==> src/rtl/leaf_link_hub_if.sv <==
// leaf_link_hub_if: valid/ready link bundle between the root, the hub and NUM_LEAVES leaves.
//   down_rx_*  : root -> hub message (one DATA_WIDTH word)
//   down_tx_*  : hub -> leaves, slice i of data / bit i of valid,ready belongs to leaf i
//   up_rx_*    : leaves -> hub, sliced the same way
//   up_tx_*    : hub -> root merged upward stream
//   drop_count : root messages discarded for an unknown destination
// Modports: master = root/leaf side (environment), slave = hub.
interface leaf_link_hub_if #(
  parameter int unsigned NUM_LEAVES = 4,
  parameter int unsigned DATA_WIDTH = 64
);
  logic [DATA_WIDTH-1:0]            down_rx_data;
  logic                             down_rx_valid;
  logic                             down_rx_ready;
  logic [DATA_WIDTH*NUM_LEAVES-1:0] down_tx_data;
  logic [NUM_LEAVES-1:0]            down_tx_valid;
  logic [NUM_LEAVES-1:0]            down_tx_ready;
  logic [DATA_WIDTH*NUM_LEAVES-1:0] up_rx_data;
  logic [NUM_LEAVES-1:0]            up_rx_valid;
  logic [NUM_LEAVES-1:0]            up_rx_ready;
  logic [DATA_WIDTH-1:0]            up_tx_data;
  logic                             up_tx_valid;
  logic                             up_tx_ready;
  logic [15:0]                      drop_count;

  modport master (
    output down_rx_data, down_rx_valid, down_tx_ready,
    output up_rx_data, up_rx_valid, up_tx_ready,
    input  down_rx_ready, down_tx_data, down_tx_valid,
    input  up_rx_ready, up_tx_data, up_tx_valid, drop_count
  );

  modport slave (
    input  down_rx_data, down_rx_valid, down_tx_ready,
    input  up_rx_data, up_rx_valid, up_tx_ready,
    output down_rx_ready, down_tx_data, down_tx_valid,
    output up_rx_ready, up_tx_data, up_tx_valid, drop_count
  );
endinterface

==> src/rtl/leaf_link_hub.sv <==
// leaf_link_hub: root-side hub linking one root port to NUM_LEAVES leaf ports.
//   Down path: root message held in one register and delivered to the leaf named by its
//   destination ID field (leaf i = ID i+1) or to every leaf for BROADCAST_ID; unknown IDs
//   are consumed and counted in drop_count (saturating).
//   Up path: per-leaf FIFO_DEPTH FIFOs merged by a round-robin arbiter into a registered
//   root up-link.
// Ports:
//   clk   : clock, rising edge
//   reset : asynchronous active-low reset
//   bus   : leaf_link_hub_if.slave carrying all root/leaf valid/ready links and drop_count
// Build option: define LINK_HUB_SRC_TAG_EN to overwrite the ID field of every upward
//   message with the source leaf ID (i+1); undefined, upward messages pass unmodified.
module leaf_link_hub #(
  parameter int unsigned NUM_LEAVES   = 4,
  parameter int unsigned DATA_WIDTH   = 64,
  parameter int unsigned DEST_LSB     = 56,
  parameter logic [7:0]  BROADCAST_ID = 8'hFF,
  parameter int unsigned FIFO_DEPTH   = 4
) (
  input logic            clk,
  input logic            reset,
  leaf_link_hub_if.slave bus
);
  localparam int unsigned AW = (FIFO_DEPTH > 1) ? $clog2(FIFO_DEPTH) : 1;
  localparam int unsigned CW = AW + 1;
  localparam int unsigned PW = (NUM_LEAVES > 1) ? $clog2(NUM_LEAVES) : 1;

  typedef enum logic {S_IDLE = 1'b0, S_HOLD = 1'b1} hold_state_e;

  // ---------------------------------------------------------------- down path
  hold_state_e           r_state, w_state_nxt;
  logic [NUM_LEAVES-1:0] r_pend, w_pend_nxt, w_new_mask;
  logic [DATA_WIDTH-1:0] r_hold_data;
  logic [15:0]           r_drop_count;
  logic [7:0]            w_dest;
  logic                  w_dest_ok, w_rx_ready, w_rx_acc;

  assign w_dest = bus.down_rx_data[DEST_LSB +: 8];

  // Ready when empty, or when every still-pending leaf takes the message this cycle.
  assign w_rx_ready = (r_state == S_IDLE) || ((r_pend & ~bus.down_tx_ready) == '0);
  assign w_rx_acc   = bus.down_rx_valid & w_rx_ready;

  // Destination decode into a pending mask.
  always_comb begin
    w_new_mask = '0;
    w_dest_ok  = 1'b0;
    if (w_dest == BROADCAST_ID) begin
      w_new_mask = '1;
      w_dest_ok  = 1'b1;
    end else if ((w_dest != 8'd0) && (32'(w_dest) <= NUM_LEAVES)) begin
      w_new_mask = NUM_LEAVES'(1) << (w_dest - 8'd1);
      w_dest_ok  = 1'b1;
    end
  end

  // Hold FSM next state: pending bits clear per leaf handshake, accepted message refills.
  always_comb begin
    w_state_nxt = r_state;
    w_pend_nxt  = r_pend & ~bus.down_tx_ready;
    if (w_rx_acc) begin
      w_pend_nxt = w_pend_nxt | w_new_mask;
    end
    case (r_state)
      S_IDLE:  if (w_pend_nxt != '0) w_state_nxt = S_HOLD;
      S_HOLD:  if (w_pend_nxt == '0) w_state_nxt = S_IDLE;
      default: w_state_nxt = S_IDLE;
    endcase
  end

  always_ff @(posedge clk or negedge reset) begin
    if (!reset) begin
      r_state      <= S_IDLE;
      r_pend       <= '0;
      r_hold_data  <= '0;
      r_drop_count <= '0;
    end else begin
      r_state <= w_state_nxt;
      r_pend  <= w_pend_nxt;
      if (w_rx_acc && w_dest_ok) begin
        r_hold_data <= bus.down_rx_data;
      end
      if (w_rx_acc && !w_dest_ok && (r_drop_count != 16'hFFFF)) begin
        r_drop_count <= r_drop_count + 16'd1;
      end
    end
  end

  assign bus.down_rx_ready = w_rx_ready;
  assign bus.down_tx_valid = r_pend;
  assign bus.down_tx_data  = {NUM_LEAVES{r_hold_data}};
  assign bus.drop_count    = r_drop_count;

  // ---------------------------------------------------------------- up path
  logic [NUM_LEAVES-1:0] w_full, w_nonempty;
  logic [DATA_WIDTH-1:0] w_fifo_dout [NUM_LEAVES];
  logic [PW-1:0]         r_ptr, w_grant;
  logic                  w_any, w_load;
  logic [DATA_WIDTH-1:0] w_load_data, r_up_data;
  logic                  r_up_valid;

  for (genvar g = 0; g < NUM_LEAVES; g++) begin : g_fifo
    logic [DATA_WIDTH-1:0] r_mem [FIFO_DEPTH];
    logic [AW-1:0]         r_wptr, r_rptr;
    logic [CW-1:0]         r_cnt, w_cnt_nxt;
    logic                  r_full, w_wr, w_rd;

    assign w_wr = bus.up_rx_valid[g] & ~r_full;
    assign w_rd = w_load & (w_grant == PW'(g));

    // Occupancy update; simultaneous read and write leaves the count unchanged.
    always_comb begin
      w_cnt_nxt = r_cnt;
      if (w_wr && !w_rd) begin
        w_cnt_nxt = r_cnt + CW'(1);
      end else if (!w_wr && w_rd) begin
        w_cnt_nxt = r_cnt - CW'(1);
      end
    end

    always_ff @(posedge clk or negedge reset) begin
      if (!reset) begin
        r_cnt  <= '0;
        r_wptr <= '0;
        r_rptr <= '0;
        r_full <= 1'b0;
      end else begin
        r_cnt  <= w_cnt_nxt;
        r_full <= (w_cnt_nxt == CW'(FIFO_DEPTH));
        if (w_wr) r_wptr <= r_wptr + AW'(1);
        if (w_rd) r_rptr <= r_rptr + AW'(1);
      end
    end

    // Storage needs no reset: occupancy alone decides what is readable.
    always_ff @(posedge clk) begin
      if (w_wr) begin
        r_mem[r_wptr] <= bus.up_rx_data[g*DATA_WIDTH +: DATA_WIDTH];
      end
    end

    assign w_full[g]      = r_full;
    assign w_nonempty[g]  = (r_cnt != '0);
    assign w_fifo_dout[g] = r_mem[r_rptr];
  end

  assign bus.up_rx_ready = ~w_full;

  // Round-robin grant: first non-empty FIFO at or after r_ptr. Scanning from the far end
  // lets the nearest candidate be the last assignment.
  always_comb begin
    int unsigned w_idx;
    w_grant = r_ptr;
    w_idx   = 0;
    for (int k = NUM_LEAVES - 1; k >= 0; k--) begin
      w_idx = (32'(r_ptr) + 32'(k)) % NUM_LEAVES;
      if (w_nonempty[w_idx]) begin
        w_grant = PW'(w_idx);
      end
    end
  end

  assign w_any  = |w_nonempty;
  assign w_load = (~r_up_valid | bus.up_tx_ready) & w_any;

`ifdef LINK_HUB_SRC_TAG_EN
  // Stamp the source leaf ID into the ID field on its way to the root.
  always_comb begin
    w_load_data                   = w_fifo_dout[w_grant];
    w_load_data[DEST_LSB +: 8]    = 8'(w_grant) + 8'd1;
  end
`else
  assign w_load_data = w_fifo_dout[w_grant];
`endif

  always_ff @(posedge clk or negedge reset) begin
    if (!reset) begin
      r_up_valid <= 1'b0;
      r_up_data  <= '0;
      r_ptr      <= '0;
    end else if (w_load) begin
      r_up_valid <= 1'b1;
      r_up_data  <= w_load_data;
      r_ptr      <= (w_grant == PW'(NUM_LEAVES - 1)) ? '0 : w_grant + PW'(1);
    end else if (bus.up_tx_ready) begin
      r_up_valid <= 1'b0;
    end
  end

  assign bus.up_tx_valid = r_up_valid;
  assign bus.up_tx_data  = r_up_data;
endmodule

==> src/flat_wrapper.sv <==
// flat-port wrapper written by rule: the top's interface ports become plain ports
module leaf_link_hub_flat 
#(
  parameter int unsigned NUM_LEAVES   = 4,
  parameter int unsigned DATA_WIDTH   = 64,
  parameter int unsigned DEST_LSB     = 56,
  parameter logic [7:0]  BROADCAST_ID = 8'hFF,
  parameter int unsigned FIFO_DEPTH   = 4
)
  (clk, reset, bus_down_rx_data, bus_down_rx_valid, bus_down_tx_ready, bus_up_rx_data, bus_up_rx_valid, bus_up_tx_ready, bus_down_rx_ready, bus_down_tx_data, bus_down_tx_valid, bus_up_rx_ready, bus_up_tx_data, bus_up_tx_valid, bus_drop_count);
  leaf_link_hub_if #(.NUM_LEAVES(NUM_LEAVES), .DATA_WIDTH(DATA_WIDTH)) bus_i ();
  input logic clk;
  input logic reset;
  input wire logic [$bits(bus_i.down_rx_data)-1:0] bus_down_rx_data;
  input wire logic [$bits(bus_i.down_rx_valid)-1:0] bus_down_rx_valid;
  input wire logic [$bits(bus_i.down_tx_ready)-1:0] bus_down_tx_ready;
  input wire logic [$bits(bus_i.up_rx_data)-1:0] bus_up_rx_data;
  input wire logic [$bits(bus_i.up_rx_valid)-1:0] bus_up_rx_valid;
  input wire logic [$bits(bus_i.up_tx_ready)-1:0] bus_up_tx_ready;
  output wire logic [$bits(bus_i.down_rx_ready)-1:0] bus_down_rx_ready;
  output wire logic [$bits(bus_i.down_tx_data)-1:0] bus_down_tx_data;
  output wire logic [$bits(bus_i.down_tx_valid)-1:0] bus_down_tx_valid;
  output wire logic [$bits(bus_i.up_rx_ready)-1:0] bus_up_rx_ready;
  output wire logic [$bits(bus_i.up_tx_data)-1:0] bus_up_tx_data;
  output wire logic [$bits(bus_i.up_tx_valid)-1:0] bus_up_tx_valid;
  output wire logic [$bits(bus_i.drop_count)-1:0] bus_drop_count;
  assign bus_i.down_rx_data = bus_down_rx_data;
  assign bus_i.down_rx_valid = bus_down_rx_valid;
  assign bus_i.down_tx_ready = bus_down_tx_ready;
  assign bus_i.up_rx_data = bus_up_rx_data;
  assign bus_i.up_rx_valid = bus_up_rx_valid;
  assign bus_i.up_tx_ready = bus_up_tx_ready;
  assign bus_down_rx_ready = bus_i.down_rx_ready;
  assign bus_down_tx_data = bus_i.down_tx_data;
  assign bus_down_tx_valid = bus_i.down_tx_valid;
  assign bus_up_rx_ready = bus_i.up_rx_ready;
  assign bus_up_tx_data = bus_i.up_tx_data;
  assign bus_up_tx_valid = bus_i.up_tx_valid;
  assign bus_drop_count = bus_i.drop_count;
  leaf_link_hub #(.NUM_LEAVES(NUM_LEAVES), .DATA_WIDTH(DATA_WIDTH), .DEST_LSB(DEST_LSB), .BROADCAST_ID(BROADCAST_ID), .FIFO_DEPTH(FIFO_DEPTH)) u_core (.clk(clk), .reset(reset), .bus(bus_i));
endmodule
==> config.mk <==
export PLATFORM = sky130hd
export DESIGN_NAME = leaf_link_hub_flat
export DESIGN_NICKNAME = d
export VERILOG_FILES = /design/src/rtl/leaf_link_hub_if.sv /design/src/rtl/leaf_link_hub.sv /design/src/flat_wrapper.sv
export SDC_FILE = /design/constraint.sdc
export NUM_CORES = 1
export LEC_CHECK = 0
export ABC_AREA = 0
export CAP_MARGIN = 20
export CORE_MARGIN = 2
export CORE_UTILIZATION = 63
export CTS_CLUSTER_DIAMETER = 50
export CTS_CLUSTER_SIZE = 25
export DETAILED_ROUTE_END_ITERATION = 16
export DONT_BUFFER_PORTS = 1
export PLACE_DENSITY = 0.79
export SETUP_SLACK_MARGIN = 0.3
export SLEW_MARGIN = 20
export SYNTH_ARGS = -nofsm -noshare
export SYNTH_HDL_FRONTEND = slang
export SYNTH_SLANG_ARGS = --single-unit
==> constraint.sdc <==
create_clock -name clk -period 3.67 [get_ports clk]
set_input_delay 0.1835 -clock clk [delete_from_list [all_inputs] [get_ports clk]]
set_output_delay 0.1835 -clock clk [all_outputs]
set_load 0.01 [all_outputs]
=== Word level (Yosys, flattened, before mapping) ===
Memories as Yosys holds them, arrays and structs flattened.
Index checks and enable logic that the tools add are counted.

* Register bits: 184
* Bits in writable memories: 1,024
* Input bits: 332
* Logic and storage cells: 162
* Memories: 4

* $add $sub $neg: 22
* Magnitude comparators: 6
* Eq/ne operators: 9
* Shift operators: 1
* Multiplexer cells: 42
* Bitwise logic cells: 22
* Reduce and logical (&&, ||, !) cells: 33

{| class="wikitable"
|+ Memory list
! memory !! words !! bits a word !! read ports !! clocked after Yosys merged registers in !! write ports !! RTL line !! source
|-
| u_core.g_fifo[0].r_mem || 4 || 64 || 1 || 0 || 1 || leaf_link_hub.sv:103 || <nowiki>logic [DATA_WIDTH-1:0] r_mem [FIFO_DEPTH];</nowiki>
|-
| u_core.g_fifo[1].r_mem || 4 || 64 || 1 || 0 || 1 || leaf_link_hub.sv:103 ||
|-
| u_core.g_fifo[2].r_mem || 4 || 64 || 1 || 0 || 1 || leaf_link_hub.sv:103 ||
|-
| u_core.g_fifo[3].r_mem || 4 || 64 || 1 || 0 || 1 || leaf_link_hub.sv:103 ||
|}

{| class="wikitable"
|+ Operators by type and width
! operator !! count
|-
| 64-bit binary-select mux with 2-bit select || 1
|-
| 64-bit 2-to-1 mux || 2
|-
| 3-bit 2-to-1 mux || 8
|-
| 2-bit by 1-bit adder with 2-bit output (second input constant) || 10
|-
| 1-bit 2-to-1 mux || 18
|-
| 16-bit by 1-bit adder with 16-bit output (second input constant) || 1
|-
| 16-bit != test (second input constant) || 1
|-
| 3-bit by 1-bit adder with 3-bit output (second input constant) || 4
|-
| 3-bit equality test (second input constant) || 4
|-
| 1-bit logical AND || 12
|-
| 2-bit by 3-bit < comparator with 1-bit output (second input constant) || 4
|-
| 4-bit 2-to-1 mux || 3
|-
| 3-bit nonzero test || 4
|-
| 3-bit by 1-bit subtractor with 3-bit output (second input constant) || 4
|-
| 1-bit bitwise AND || 10
|-
| 2-bit 2-to-1 mux || 5
|-
| 1-bit zero test || 9
|-
| 1-bit binary-select mux with 2-bit select || 4
|-
| 8-bit equality test (second input constant) || 1
|-
| 8-bit by 3-bit less-or-equal comparator with 1-bit output (second input constant) || 1
|-
| 4-bit zero test || 2
|-
| 4-bit NOT || 2
|-
| 8-bit nonzero test || 1
|-
| 1-bit by 8-bit left shift with 4-bit output (first input constant) || 1
|-
| 16 further kinds || 23
|}

=== Logic depth before layout (Yosys ltp) ===
Gate-level depths: netlist of run 1.

* Depth after elaboration: 13
* Gate-level depth with buffers: 13
* Depth with buffers taken out: 11

=== Worst setup path before layout of run 1 ===
OpenSTA, ideal clock, no wires.

* Path kind: reg-to-reg
* Start point: register u_core.g_fifo[0].r_cnt[0]
* End point: register u_core.g_fifo[3].r_full
* Library setup time: 0.124 ns
* Arrival: 2.707 ns
* Path slack: 0.839 ns
* Cell stages (with the launch flop): 13
* Buffers on the path: 2
* Clock period less this slack: 2.831 ns
* Cells stage by stage: dfrtp_1 > inv_1 > ha_1 > and4bb_2 > and2_1 > o31a_1 > clkbuf_1 > clkbuf_1 > ha_1 > nand2_1 > nor2_1 > and3_1 > o31a_1

* Cells in the longest elaborated chain, start to end: 13

{| class="wikitable"
|+ RTL lines
! item !! RTL line !! source
|-
| start: declaration || leaf_link_hub.sv:105 || <nowiki>logic [CW-1:0] r_cnt, w_cnt_nxt;</nowiki>
|-
| start signal: assignment || leaf_link_hub.sv:128 || <nowiki>r_cnt <= w_cnt_nxt;</nowiki>
|-
| 3-bit nonzero test (*) || leaf_link_hub.sv:143 || <nowiki>assign w_nonempty[g] = (r_cnt != '0);</nowiki>
|-
| 1-bit binary-select mux with 2-bit select || leaf_link_hub.sv:157 || <nowiki>if (w_nonempty[w_idx]) begin</nowiki>
|-
| 1-bit 2-to-1 mux (not written as such) || leaf_link_hub.sv:157 ||
|-
| 2-bit 2-to-1 mux (4 in a row) || leaf_link_hub.sv:157 ||
|-
| 2-bit equality test || leaf_link_hub.sv:109 || <nowiki>assign w_rd = w_load & (w_grant == PW'(g));</nowiki>
|-
| 1-bit bitwise AND (*) || leaf_link_hub.sv:109 ||
|-
| 1-bit logical AND or 1-bit zero test (tied branches) || leaf_link_hub.sv:116, leaf_link_hub.sv:114 ||
|-
| 3-bit 2-to-1 mux or 1-bit logical AND (tied branches) || leaf_link_hub.sv:116, leaf_link_hub.sv:114 ||
|-
| 3-bit 2-to-1 mux (*) || leaf_link_hub.sv:114 || <nowiki>if (w_wr && !w_rd) begin</nowiki>
|-
| 3-bit equality test (*) || leaf_link_hub.sv:129 || <nowiki>r_full <= (w_cnt_nxt == CW'(FIFO_DEPTH));</nowiki>
|-
| end signal: assignment || leaf_link_hub.sv:129 ||
|-
| end: declaration || leaf_link_hub.sv:106 || <nowiki>logic r_full, w_wr, w_rd;</nowiki>
|}

Mark *: on every way between the ends. The rest lies on a longest branch, timed or not. The select of a mux whose other input is x is not followed.
A chain may end at the register's enable or synchronous reset.

=== Worst setup path in the final report of run 1 ===
* Start point: input port bus_down_rx_data[56]
* End point: register u_core.r_pend[1], in the netlist u_core.bus.down_tx_valid[1]

* Cells in the longest elaborated chain, start to end: 6

{| class="wikitable"
|+ RTL lines
! item !! RTL line !! source
|-
| start: declaration || flat_wrapper.sv:14 || <nowiki>input wire logic [$bits(bus_i.down_rx_data)-1:0] bus_down_rx_data;</nowiki>
|-
| 8-bit by 1-bit subtractor with 8-bit output, or another cell as far along || leaf_link_hub.sv:52 || <nowiki>w_new_mask = NUM_LEAVES'(1) << (w_dest - 8'd1);</nowiki>
|-
| 1-bit by 8-bit left shift with 4-bit output or 1-bit logical AND (tied branches) || leaf_link_hub.sv:52, leaf_link_hub.sv:51 ||
|-
| 4-bit 2-to-1 mux || leaf_link_hub.sv:51 || <nowiki>end else if ((w_dest != 8'd0) && (32'(w_dest) <= NUM_LEAVES)) begin</nowiki>
|-
| 4-bit 2-to-1 mux (*) || leaf_link_hub.sv:48 || <nowiki>if (w_dest == BROADCAST_ID) begin</nowiki>
|-
| 4-bit OR (*) || leaf_link_hub.sv:62 || <nowiki>w_pend_nxt = w_pend_nxt | w_new_mask;</nowiki>
|-
| 4-bit 2-to-1 mux (*) || leaf_link_hub.sv:61 || <nowiki>if (w_rx_acc) begin</nowiki>
|-
| net u_core.w_pend_nxt[1] || leaf_link_hub.sv:32 || <nowiki>logic [NUM_LEAVES-1:0] r_pend, w_pend_nxt, w_new_mask;</nowiki>
|-
| end signal: assignment || leaf_link_hub.sv:79 || <nowiki>r_pend <= w_pend_nxt;</nowiki>
|-
| end: declaration || leaf_link_hub.sv:32 ||
|}

Mark *: on every way through the listed nets, which the timed path passes. The rest lies on a longest branch.

==> impl_metrics.toml, run 1 <==
[worst_setup_path]
cp_slowest_stage_delay_ns = 0.64
startpoint_type = "input pin"
critPathKind = "input pin to flop"
cp.required_ns = 4.26
path_max_fanout = 6
critPathMostFrequentCell = "dlygate4sd3_1"
cp.arrival_ns = 3.91
path_buf_inv = 5
path_cells = "dlygate4sd3_1 -> inv_2 -> ha_1 -> or2_2 -> o21ai_0 -> nor3b_2 -> dlygate4sd3_1 -> nand4_1 -> dlygate4sd3_1 -> o21ai_0 -> dlygate4sd3_1"
crit_family = "buffers and inverters"
end_kind = "flop"
cp_slowest_cell = "dlygate4sd3_1"

[clock_network]
clkLatencyLatePin_ns = 0.68
clkSinkCount = 1208
cts-root-buf = "clkbuf_16"
clk_path_buf_depth = 3
hold_buffers = 335
clk_pin_slew_ns = 0.08
cts.htree.levels = 3
tritoncts = "done"
cts_inserted_buffers = 102

[placement]
dp.cells = 3282
placed_cell_area_sq_mm = 0.0477
dpl.hpwl_um = 78800
routabilityCongestion = 0.897
io_buffers = 0

[synthesis]
ys_async_sr_fraction = 0.152
synth_edf_count = 1024
syn-mean-instance-area_sq_um = 18.6
seq_area_frac_synth = 0.737
ys_warn_count = 0
synthFlopType = "edfxtp_1"
yosysUniqueCellTypes = 56
ys_ff_latch = 1208
synth_nets = 2953
syn-cell-area_sq_mm = 0.0480
netlist_instances = 2585

[cells_and_area]
layout.cells.non_filler = 3858
final_util = 0.725
final.fill_count = 4077
final_area_sq_mm = 0.0548
final_nets = 3115
layout-drive-gt1-share = 0.203
area_growth_pct = 14.3

[detailed_routing]
dr.pass1.iters = 5
viasPerCell = 6.78
drt-initial-drc-count = 3294
post_drt_wl_per_cell_um = 33.6
postRouteAntennaNets = 0
num_vias = 26200
wl_um = 130000
drc = 0

[timing]
clock_skew_ns = 0.0369
fin_crit_sh = 0.904
max_freq_mhz = 301
holdWs_ns = -0.789
min_period_ns = 3.32
setup_viol = 0
hold_violations = 184
slew_headroom = 0.236
rsz0062_at_grt = "true"
slew_violations = 0
fin_setup_tns_ns = 0
worst_slew_pin_slew_ns = 1.15

[die]
dieArea_sq_mm = 0.0784
floorplan.core_area_sq_mm = 0.0757
io_pins = 678
core.rowCount = 101
die_h_um = 280
start_util = 0.634
fp.dieW_um = 280

[job]
drv_cap = 0

[hold_path]
hold_class = "input pin to asynchronous set/reset pin"

[power_and_ir_drop]
vdd_ir_drop_max_mv = 0.749
leakage_nw = 19.3
p_per_area_mw_per_mm2 = 822

[global_route]
grt_use_total = 0.326
grt_max_degree = 185
grt_remaining_overflow = 0
antenna_found_initial = 50
grt_pass1_wl_um = 183000
grt_pass1_vias = 26100

[outcome]
status = "finished, violations left"
violations = "negative hold slack"
-- what timing repair did --
| item | in CTS | in global routing |
|---|---|---|
| endpoints found under the hold margin | 1300 | 184 |
| buffers inserted | 0 | 1 |
| gates resized for setup | 0 | 2 |
| endpoints found under the setup margin | 0 | 7 |
-- placed cells by master, fill, tap and decap left out, types with 45 or more instances in the layout --
cell           instances
clkbuf_16            105
diode_2               45
a21oi_1              138
dlygate4sd3_1        335
dfrtp_1              176
nand2_1              308
a211o_1               65
edfxtp_1            1024
mux2_2                54
mux4_2               256
-- power breakdown --
part	internal (W)	switching [W]	total (W)
clock network	0.00578	0.00560	0.0114
logic	0.00534	0.00757	0.0129
registers	0.0180	0.00280	0.0208
-- routing by layer --
layer | track usage | up-vias | wire, um
met4 | 0.152 | 24 | 6770
met5 | 0 | - | 162
met2 | 0.535 | 2197 | 64800
met3 | 0.0812 | 399 | 14300
li1 | - | 10200 | -
met1 | 0.414 | 13300 | 43500
-- state kept, by name, summed over array words and instances, names as in the netlist --
signal                    count
u_core.g_fifo.r_mem        1024
u_core.bus.up_tx_data        64
u_core.r_hold_data           64
u_core.bus.drop_count        16
u_core.g_fifo.r_cnt          12
u_core.g_fifo.r_rptr          8
u_core.g_fifo.r_wptr          8
u_core.bus.down_tx_valid      4
u_core.g_fifo.r_full          4
u_core.r_ptr                  2
u_core.bus.up_tx_valid        1
u_core.r_state                1
-- worst register-to-register path, cell delays in order, from the launching register on --
cell	delay, ns
dfrtp_1	0.45
nor2b_4	0.18
o41ai_4	0.56
and2_2	0.36
nand4_1	0.19
dlygate4sd3_1	0.61
o21ai_0	0.17
dlygate4sd3_1	0.57
-- per-stage QoR --
step | total power [W] | worst slack (ns)
5_1_grt | 0.0465 | 0.269
3_5_place_dp | 0.0329 | 0.520
2_1_floorplan | 0.0287 | 0.839
6_report | 0.0451 | 0.353
3_3_place_gp | 0.0324 | 0.660
4_1_cts | 0.0446 | 0.372
-- Yosys cell counts (5+ instances only) --
library cell | instances | area [sq um]
buf_1 | 21 | 78.8
nor2b_1 | 8 | 50.1
edfxtp_1 | 1024 | 30700
nand2_1 | 310 | 1160
nand4_1 | 6 | 37.5
nand2b_1 | 5 | 31.3
ha_1 | 36 | 450
o31a_1 | 5 | 43.8
xnor2_1 | 26 | 228
nor3b_1 | 5 | 37.5
and2_1 | 18 | 113
xor2_1 | 9 | 78.8
buf_2 | 33 | 165
mux2_2 | 54 | 608
o21ai_0 | 9 | 45.0
and3_1 | 6 | 37.5
nor2_1 | 15 | 56.3
a21oi_1 | 138 | 691
clkbuf_1 | 61 | 229
o31ai_1 | 6 | 45.0
nand3_1 | 14 | 70.1
nor4_1 | 6 | 37.5
a211o_1 | 65 | 569
inv_1 | 26 | 97.6
buf_4 | 194 | 1460
mux4_2 | 256 | 5770
dfrtp_1 | 184 | 4600
-- path summary, 6_finish.rpt --
path                                        startpoint                           to  slack [ns]  cells past startpoint
setup / recovery                  bus_down_rx_data[56]  u_core.bus.down_tx_valid[1]        0.35                     11
hold / removal                                   reset    u_core.bus.up_tx_data[61]       -0.79                      0
setup reg to reg           u_core.bus.down_tx_valid[2]  u_core.bus.down_tx_valid[1]        0.52                      7
hold reg to reg              u_core.g_fifo[3].r_cnt[2]    u_core.g_fifo[3].r_cnt[2]        0.52                      1
max in group asynchronous                        reset    u_core.bus.drop_count[15]        4.12                      0
min in group clk                     bus_down_rx_valid       u_core.r_hold_data[59]        0.04                      3
-- kinds of logic after synthesis --
group                    Yosys count  synth area share
AND/OR/NAND/NOR                  413            0.0384
XOR/XNOR                          35           0.00639
multiplexers                     317             0.134
flip-flops                      1208             0.737
adder cells (fa/ha/maj)           36           0.00939
buffers and inverters            339            0.0428
AO/OA/AOI/OAI                    237            0.0317
-- cell type report --
class	count	area [sq um]	area share
sequential	1208	35400	0.645
timing repair buffer	370	3810	0.0695
multi-input combinational	1038	10600	0.194
inverter	27	104	0.00189
tap	978	1220	0.0223
clock buffer	114	2690	0.0491
clock inverter	78	881	0.0161
antenna	45	113	0.00205
No activity file was read; power rests on OpenSTA's default activity.
==> inputs of run 2 (changes only) <==
==> constraint.sdc (replaced) <==
create_clock -name clk -period 3.5 [get_ports clk]
set_input_delay 0.175 -clock clk [delete_from_list [all_inputs] [get_ports clk]]
set_output_delay 0.175 -clock clk [all_outputs]
set_load 0.01 [all_outputs]
==> run 2 against run 1 <==
The flow still finishes with violations (negative hold slack). Combinational power up 6%. Clock-buffer cell count down 2. Hold slack lost 0.028 ns. Core utilization grew 0.61 points. Non-clock buffer count up 13. Global-route usage grew 0.19 points. Register-to-register slack lost 0.15 ns. Largest power group unchanged.
==> impl_metrics.toml, run 2 (synthesis gave the netlist of run 1 again) <==
[worst_setup_path]
reg2regPathDepth = 11
crit_start = "u_core.g_fifo[1].r_cnt[0]"
timing.rr.end = "u_core.bus.up_tx_data[18]"
crit_path_end = "u_core.bus.up_tx_data[18]"
rrSetupSlack_ns = 0.37
end_kind = "flop"
cp.arrival_ns = 3.76
cp.required_ns = 4.12
startpoint_type = "flop"
critPathKind = "flop to flop"
path_max_fanout = 22
timing.rr.start = "u_core.g_fifo[1].r_cnt[0]"

[timing]
rsz0062_at_grt = "false"
setup_viol = 0
worst_slew_pin_slew_ns = 1.11
min_period_ns = 3.13
hold_violations = 184
layout_setup_ws_ns = 0.366
max_freq_mhz = 319
slew_violations = 0
holdWs_ns = -0.817
clock_skew_ns = 0.0348
fin_setup_tns_ns = 0
slew_headroom = 0.258
fin_crit_sh = 0.895

[die]
io_pins = 678
die_h_um = 280
dieArea_sq_mm = 0.0784
core.rowCount = 101
start_util = 0.634
floorplan.core_area_sq_mm = 0.0757
fp.dieW_um = 280

[placement]
routabilityCongestion = 0.898
io_buffers = 0
dpl.hpwl_um = 78900
place_ws_ns = 0.285

[detailed_routing]
dr.pass1.iters = 6
drc = 0
post_drt_wl_per_cell_um = 33.6
wl_um = 130000
drt-initial-drc-count = 3225
viasPerCell = 6.77
num_vias = 26100
postRouteAntennaNets = 0

[power_and_ir_drop]
p_per_area_mw_per_mm2 = 869
vdd_ir_drop_max_mv = 0.754
leakage_nw = 19.5

[cells_and_area]
layout-drive-gt1-share = 0.212
area_growth_pct = 15.3
final.fill_count = 4070
layout_common_cells = "edfxtp_1, dlygate4sd3_1, nand2_1"
largest_reg_flops = 1024
final_nets = 3133
regMostFlops = "u_core.g_fifo.r_mem"
final_common_cell = "edfxtp_1"

[global_route]
grt_pass1_wl_um = 184000
antenna_found_initial = 37
grt_remaining_overflow = 0
grt_use_total = 0.328
grt_pass1_vias = 26200
grt_max_degree = 185

[clock_network]
clk_pin_slew_ns = 0.07
tritoncts = "done"
clkLatencyLatePin_ns = 0.70
clkSinkCount = 1208
hold_buffers = 336
cts-root-buf = "clkbuf_16"
clk_path_buf_depth = 3
cts.htree.levels = 3
post_cts.repair.setup_buffers = 0
cts_inserted_buffers = 107

[hold_path]
hold_class = "input pin to asynchronous set/reset pin"

[job]
drv_cap = 0

[outcome]
violations = "negative hold slack"
status = "finished, violations left"
-- run 2: changes by cell type in the layout (fill, tap and decap cells not counted), sizes merged --
cell         before  now
clkbuf          114  112
clkinv           35   37
inv              62   69
dlygate4sd3     335  336
diode            45   26
buf              35   47
bufinv            2    4
-- run 2: what timing repair did --
action | CTS | global route
resized for setup | 4 | 8
endpoints found under the hold margin | 1305 | 184
setup endpoints to repair | 4 | 30
cloned | 0 | 0
-- run 2: how the worst min path moves through the flow --
stage	endpoint	slack, ns	cells after the start	from
finish	u_core.bus.up_tx_data[55]	-0.82	0	reset
floorplan	u_core.bus.down_tx_valid[0]	-0.12	0	reset
CTS	u_core.g_fifo[3].r_wptr[1]	-0.85	0	reset
global placement	u_core.bus.up_tx_data[60]	-0.12	0	reset
detailed placement	u_core.bus.up_tx_data[60]	-0.12	0	reset
global route	u_core.bus.up_tx_data[54]	-0.84	0	reset
-- run 2: power breakdown --
part	total (W)	leakage (nW)	internal [W]	switching, W
Sequential	0.0217	11.7	0.0188	0.00283
Combinational	0.0137	5.91	0.00576	0.00798
Clock	0.0126	1.86	0.00641	0.00621
Total	0.0480	19.5	0.0310	0.0170
-- run 2: stage by stage --
stage | cells | utilization | total power, W | hold slack, ns | instance area [sq um]
2_1_floorplan | 2585 | - | 0.0301 | -0.121 | 48000
3_3_place_gp | 3297 | 0.633 | 0.0340 | -0.116 | 47900
3_5_place_dp | 3297 | 0.633 | 0.0344 | -0.116 | 47900
4_1_cts | 3834 | 0.729 | 0.0475 | -0.852 | 55200
5_1_grt | 3861 | 0.731 | 0.0495 | -0.838 | 55300
6_report | 3861 | 0.731 | 0.0480 | -0.817 | 55300
-- run 2: cell type report --
cell class                      instances  area [sq um]  share of cell area
Clock inverter                         89          1140              0.0205
Multi-Input combinational cell       1038         10700               0.193
Inverter                               27           109             0.00197
Clock buffer                          112          2720              0.0491
Tap cell                              978          1220              0.0221
Timing Repair Buffer                  383          4000              0.0723
Antenna cell                           26          65.1             0.00118
Sequential cell                      1208         35400               0.640
-- run 2: layer usage --
metal / global-route usage / up-vias / share of wire
li1: - / 10300 / -
met1: 0.406 / 13500 / 0.33
met5: 0 / - / 0.00099
met3: 0.0791 / 361 / 0.11
met4: 0.134 / 24 / 0.046
met2: 0.560 / 2013 / 0.52
-- run 2: critical path: stages, from the launching register on --
cell and delay, ns:
dfrtp_1 0.45, inv_1 0.12, ha_1 0.24, and4bb_2 0.27, and2_1 0.18, o31a_4 0.47
inv_8 0.18, buf_12 0.17, buf_4 0.31, nand2_1 0.11, a21oi_1 0.37, a211o_1 0.17
